[config.mk]
export PLATFORM = sky130hd
export DESIGN_NAME = core_pipe_mem
export DESIGN_NICKNAME = d
export VERILOG_FILES = /design/src/rtl/core_pipe_mem.sv
export SDC_FILE = /design/constraint.sdc
export NUM_CORES = 1
export LEC_CHECK = 0
export CAP_MARGIN = 20
export CORE_MARGIN = 2
export CORE_UTILIZATION = 25
export DETAILED_ROUTE_END_ITERATION = 10
export GPL_ROUTABILITY_DRIVEN = 1
export PLACE_DENSITY = 0.48
export SYNTH_ARGS = -nofsm -noshare
export SYNTH_HDL_FRONTEND = slang
export SYNTH_SLANG_ARGS = --single-unit
[constraint.sdc]
create_clock -name g_clk -period 10.4 [get_ports g_clk]
set_input_delay 2.08 -clock g_clk [delete_from_list [all_inputs] [get_ports g_clk]]
set_output_delay 2.08 -clock g_clk [all_outputs]
set_load 0.05 [all_outputs]
[src/rtl/core_pipe_mem.sv]
// core_pipe_mem: memory/writeback stage; serialises loads/stores, formats load data, drives the regfile write port and trap pulses.
module core_pipe_mem #(
    parameter int XLEN = 64
) (
    input  logic            g_clk,
    input  logic            g_reset,
    input  logic            s_valid,
    output logic            s_ready,
    input  logic [4:0]      s_rd,
    input  logic [XLEN-1:0] s_result,
    input  logic [XLEN-1:0] s_addr,
    input  logic [XLEN-1:0] s_wdata,
    input  logic            s_load,
    input  logic            s_store,
    input  logic [1:0]      s_size,
    input  logic            s_unsigned,
    output logic            dmem_req,
    input  logic            dmem_gnt,
    output logic            dmem_wen,
    output logic [XLEN-1:0] dmem_addr,
    output logic [7:0]      dmem_strb,
    output logic [XLEN-1:0] dmem_wdata,
    input  logic            dmem_rsp_valid,
    input  logic            dmem_rsp_error,
    input  logic [XLEN-1:0] dmem_rsp_rdata,
    output logic            rf_wen,
    output logic [4:0]      rf_addr,
    output logic [XLEN-1:0] rf_wdata,
    output logic            trap_valid,
    output logic [3:0]      trap_cause
);
    typedef enum logic [1:0] {IDLE, REQ, RSP} state_t;
    state_t state, state_nx;
    logic [4:0] r_rd;
    logic [1:0] r_size;
    logic r_uns;
    logic [2:0] r_off;
    logic acc, is_mem, mis;
    logic [2:0] align;
    logic [7:0] mask;
    logic [XLEN-1:0] sh, ld_data;
    assign s_ready = state == IDLE;
    assign dmem_req = state == REQ;
    always_comb begin
        acc = s_valid && s_ready;
        is_mem = s_load || s_store;
        align = {s_size == 2'd3, s_size[1], |s_size};
        mis = |(s_addr[2:0] & align);
        mask = s_size == 2'd0 ? 8'h01 : s_size == 2'd1 ? 8'h03 : s_size == 2'd2 ? 8'h0f : 8'hff;
        state_nx = state;
        state_nx = (state == IDLE && acc && is_mem && !mis) ? REQ :
                   (state == REQ && dmem_gnt) ? RSP :
                   (state == RSP && dmem_rsp_valid) ? IDLE : state;
        sh = dmem_rsp_rdata >> {r_off, 3'b000};
        ld_data = r_size == 2'd0 ? {{56{sh[7] & ~r_uns}}, sh[7:0]} :
                  r_size == 2'd1 ? {{48{sh[15] & ~r_uns}}, sh[15:0]} :
                  r_size == 2'd2 ? {{32{sh[31] & ~r_uns}}, sh[31:0]} : sh;
    end
    always_ff @(posedge g_clk or posedge g_reset) begin
        if (g_reset) begin
            state <= IDLE;
            r_rd <= '0;
            r_size <= '0;
            r_uns <= 1'b0;
            r_off <= '0;
            dmem_wen <= 1'b0;
            dmem_addr <= '0;
            dmem_strb <= '0;
            dmem_wdata <= '0;
            rf_wen <= 1'b0;
            rf_addr <= '0;
            rf_wdata <= '0;
            trap_valid <= 1'b0;
            trap_cause <= '0;
        end else begin
            state <= state_nx;
            rf_wen <= 1'b0;
            trap_valid <= 1'b0;
            if (acc && !is_mem) begin
                rf_wen <= s_rd != 5'd0;
                rf_addr <= s_rd;
                rf_wdata <= s_result;
            end else if (acc && mis) begin
                trap_valid <= 1'b1;
                trap_cause <= s_store ? 4'd6 : 4'd4;
            end else if (acc) begin
                r_rd <= s_rd;
                r_size <= s_size;
                r_uns <= s_unsigned;
                r_off <= s_addr[2:0];
                dmem_wen <= s_store;
                dmem_addr <= {s_addr[XLEN-1:3], 3'b000};
                dmem_strb <= mask << s_addr[2:0];
                dmem_wdata <= s_wdata << {s_addr[2:0], 3'b000};
            end
            // a faulting response always traps; only successful loads write back
            if (state == RSP && dmem_rsp_valid && dmem_rsp_error) begin
                trap_valid <= 1'b1;
                trap_cause <= dmem_wen ? 4'd7 : 4'd5;
            end else if (state == RSP && dmem_rsp_valid && !dmem_wen) begin
                rf_wen <= r_rd != 5'd0;
                rf_addr <= r_rd;
                rf_wdata <= ld_data;
            end
        end
    end
endmodule
==> flow_metrics.env <==
export IMPL_endpoint="rf_wdata[17]$_DFF_PP0_"
export IMPL_syn_area_um2=12400
export IMPL_yosysSeqAreaShare_pct=44.6
export IMPL_p_per_area_nw_per_um2=335
export IMPL_via_count=11800
export IMPL_wl_per_cell_um=22.5
export IMPL_cts_root_buf="clkbuf_16"
export IMPL_slew_headroom_pct=35.2
export IMPL_totalWireLength_mm=53.8
export IMPL_worstReg2RegStart="r_off[1]$_DFFE_PP0P_"
export IMPL_cts_sinks=221
export IMPL_ir_worst_vdd_v=0.000172
export IMPL_cts_hold_buf=0
export IMPL_status="completed"
export IMPL_grt_max_degree=107
export IMPL_clkPwrFrac_pct=16.4
export IMPL_critPathMaxFanout=31
export IMPL_endpoint_kind="flop"
export IMPL_antenna_left=0
export IMPL_dieWidth_um=227
export IMPL_drc=0
export IMPL_finalWeightedCongestion=0.860
export IMPL_multi_input_area_um2=6370
export IMPL_final_area_um2=18700
export IMPL_synth_distinct_cells=52
export IMPL_ios=486
export IMPL_setup_violations=0
export IMPL_start_util_pct=25.3
export IMPL_clock_latency_ns=0.57
export IMPL_cts_resized=0
export IMPL_grt_pass1_vias=12000
export IMPL_worst_setup_path_type="in2reg"
export IMPL_path_clk_slew_ns=0.07
export IMPL_final_common_cell="clkdlybuf4s50_1"
export IMPL_cts_inserted_buffers=28
export IMPL_fmax_mhz=232
export IMPL_netlist_instances=1285
export IMPL_synth_area_per_cell_um2=9.64
export IMPL_grt_pass1_wl_mm=77.8
export IMPL_p_seq_share_pct=24.6
export IMPL_port_buffers=481
export IMPL_grt_usage_pct=20.2
export IMPL_hp_class="reg2reg"
export IMPL_timing_rr_end="rf_wdata[17]$_DFF_PP0_"
export IMPL_cts_tree="done"
export IMPL_worst_setup_path_start_kind="input port"
export IMPL_ff_latch_area_um2=5540
export IMPL_fillers=4927
export IMPL_arrival_ns=4.78
export IMPL_p_leak_nw=7.53
export IMPL_dp_hpwl_mm=39.3
export IMPL_switching_power_mw=3.08
export IMPL_swShare_pct=49.2
export IMPL_routed_via_density=4.96
export IMPL_fin_crit_sh_pct=41.4
export IMPL_fin_total_pwr_mw=6.26
export IMPL_synth_edff_count=0
export IMPL_yosys_warnings=0
export IMPL_async_flop_share_pct=100
export IMPL_drt_iter0_markers=776
export IMPL_fin_setup_tns_ns=0
export IMPL_drive_above_1_share_pct=12.2
export IMPL_ys_ff_latch=221
export IMPL_area_growth_pct=51.1
export IMPL_core_um2=49000
export IMPL_fin_crit_ns=4.31
export IMPL_grt_ovfl_total=0
export IMPL_rsz0062_at_grt="false"
export IMPL_clock_skew_ns=0.0179
export IMPL_final_max_slew_viol_count=0
export IMPL_clk_path_buf_depth=3
export IMPL_postCtsSetupRepairBufs=0
export IMPL_final_cell_mix="clkdlybuf4s50_1, nand2_1, dfrtp_1, o21ai_0, mux2_2"
export IMPL_rows=81
export IMPL_h_tree_depth=1
export IMPL_nets=1973
export IMPL_antenna_found_initial=7
export IMPL_dieArea_um2=51400
export IMPL_die_y_um=227
export IMPL_p_comb_share_pct=59.0
export IMPL_required_ns=10.88
export IMPL_synth_main_ff_cell="dfrtp_1"
export IMPL_max_cap_violations=0
export IMPL_r2r_cells=7
export IMPL_tightestPinTransition_ns=0.972
export IMPL_hold_violations=0
export IMPL_r2r_setup_slack_ns=7.01
export IMPL_worstSetupStartpoint="dmem_rsp_rdata[63]"
export IMPL_dr_pass1_iters=7
export IMPL_p_int_mw=3.19
export IMPL_dpl_cell_area_um2=17700
==> synth_stat cells, drive strengths merged, types with 2 or more instances <==
master  instances  area, um^2
nand2         293        1100
dfrtp         221        5530
o21ai         107         536
mux2          102        1150
mux2i          99         991
clkbuf         87         327
nor2           48         180
a32oi          45         469
a21oi          39         195
buf            31         185
o31ai          28         210
o211ai         21         158
o22ai          20         125
a22oi          18         135
mux4           15         338
a31oi          13        81.3
nor2b          11        68.8
nand3           9        45.0
o21a            9        67.6
o221ai          9        78.8
nand2b          8        50.1
o22a            8        70.1
nor3b           7        52.6
a211oi          6        45.0
inv             4        15.0
nor3            4        20.0
or2             3        18.8
and3            2        12.5
o311ai          2        17.5
or4             2        15.0
==> registers in the layout, indices dropped and copies added, names as in the netlist, 2 cells and up <==
| signal | cells |
|---|---|
| dmem_wdata | 64 |
| state | 2 |
| trap_cause | 3 |
| r_off | 3 |
| r_size | 2 |
| r_rd | 5 |
| rf_wdata | 64 |
| dmem_strb | 8 |
| rf_addr | 5 |
| dmem_addr | 61 |
==> cell type report <==
| class | instances | share of cell area [%] |
|---|---|---|
| Timing Repair Buffer | 501 | 26.7 |
| Clock inverter | 10 | 0.695 |
| Multi-Input combinational cell | 944 | 34.0 |
| Inverter | 5 | 0.140 |
| Clock buffer | 40 | 4.42 |
| Tap cell | 664 | 4.44 |
| Antenna cell | 1 | 0.0134 |
| Sequential cell | 221 | 29.6 |
==> power groups by stage <==
stage	clock network [mW]	logic, mW	registers [mW]
global placement	0	3.70	1.54
floorplan	0	1.13	2.79
detailed placement	0	3.71	1.55
global route	1.10	3.90	1.59
CTS	1.06	3.72	1.54
finish	1.03	3.70	1.54
==> kinds of logic (layout without fill, tap and decap cells) <==
| kind of cell | count (synthesis) | count (layout) | share of synthesized area (%) |
|---|---|---|---|
| AOI/OAI and AO/OA | 330 | 330 | 18.0 |
| other | 1 | 5 | 0.0303 |
| and+or+nand+nor | 394 | 394 | 13.0 |
| buffers and inverters | 123 | 556 | 4.28 |
| muxes | 216 | 216 | 20.0 |
| DFF | 221 | 221 | 44.6 |
==> worst max-delay path, cell delays in order <==
cell and delay, ns:
clkdlybuf4s50_1 0.56, mux2i_1 0.20, mux4_2 0.60, o41ai_2 0.51
nor2_4 0.24, buf_4 0.33, a32oi_1 0.23
==> layer usage <==
layer	vias to the layer above	track usage [%]	routed length, um
met5	-	0	46
met1	5824	25.0	21900
met2	450	34.7	26300
li1	5474	-	-
met3	69	5.84	4520
met4	8	4.27	975
==> stage by stage <==
step	worst slack, ns	util, %	std cells	hold slack, ns
after global routing	5.93	38.3	2385	0.497
after floorplan	2.27	-	1288	0.487
after detailed placement	4.65	36.2	2332	0.459
after CTS	5.28	38.1	2382	0.475
after global placement	4.72	36.2	2332	0.455
final	6.09	38.3	2386	0.471
==> worst min path at each step <==
stage / from / endpoint / slack (ns) / cells after the start
final: dmem_wdata[31]$_DFFE_PP0P_ / dmem_wdata[31]$_DFFE_PP0P_ / 0.47 / 2
after floorplan: r_rd[2]$_DFFE_PP0P_ / rf_wen$_DFF_PP0_ / 0.49 / 2
after global placement: trap_cause[2]$_DFFE_PP0P_ / trap_cause[2]$_DFFE_PP0P_ / 0.45 / 1
after CTS: trap_cause[2]$_DFFE_PP0P_ / trap_cause[2]$_DFFE_PP0P_ / 0.47 / 1
after global routing: trap_cause[2]$_DFFE_PP0P_ / trap_cause[2]$_DFFE_PP0P_ / 0.50 / 1
after detailed placement: trap_cause[2]$_DFFE_PP0P_ / trap_cause[2]$_DFFE_PP0P_ / 0.46 / 1
Power figures use the tool's default switching activity.
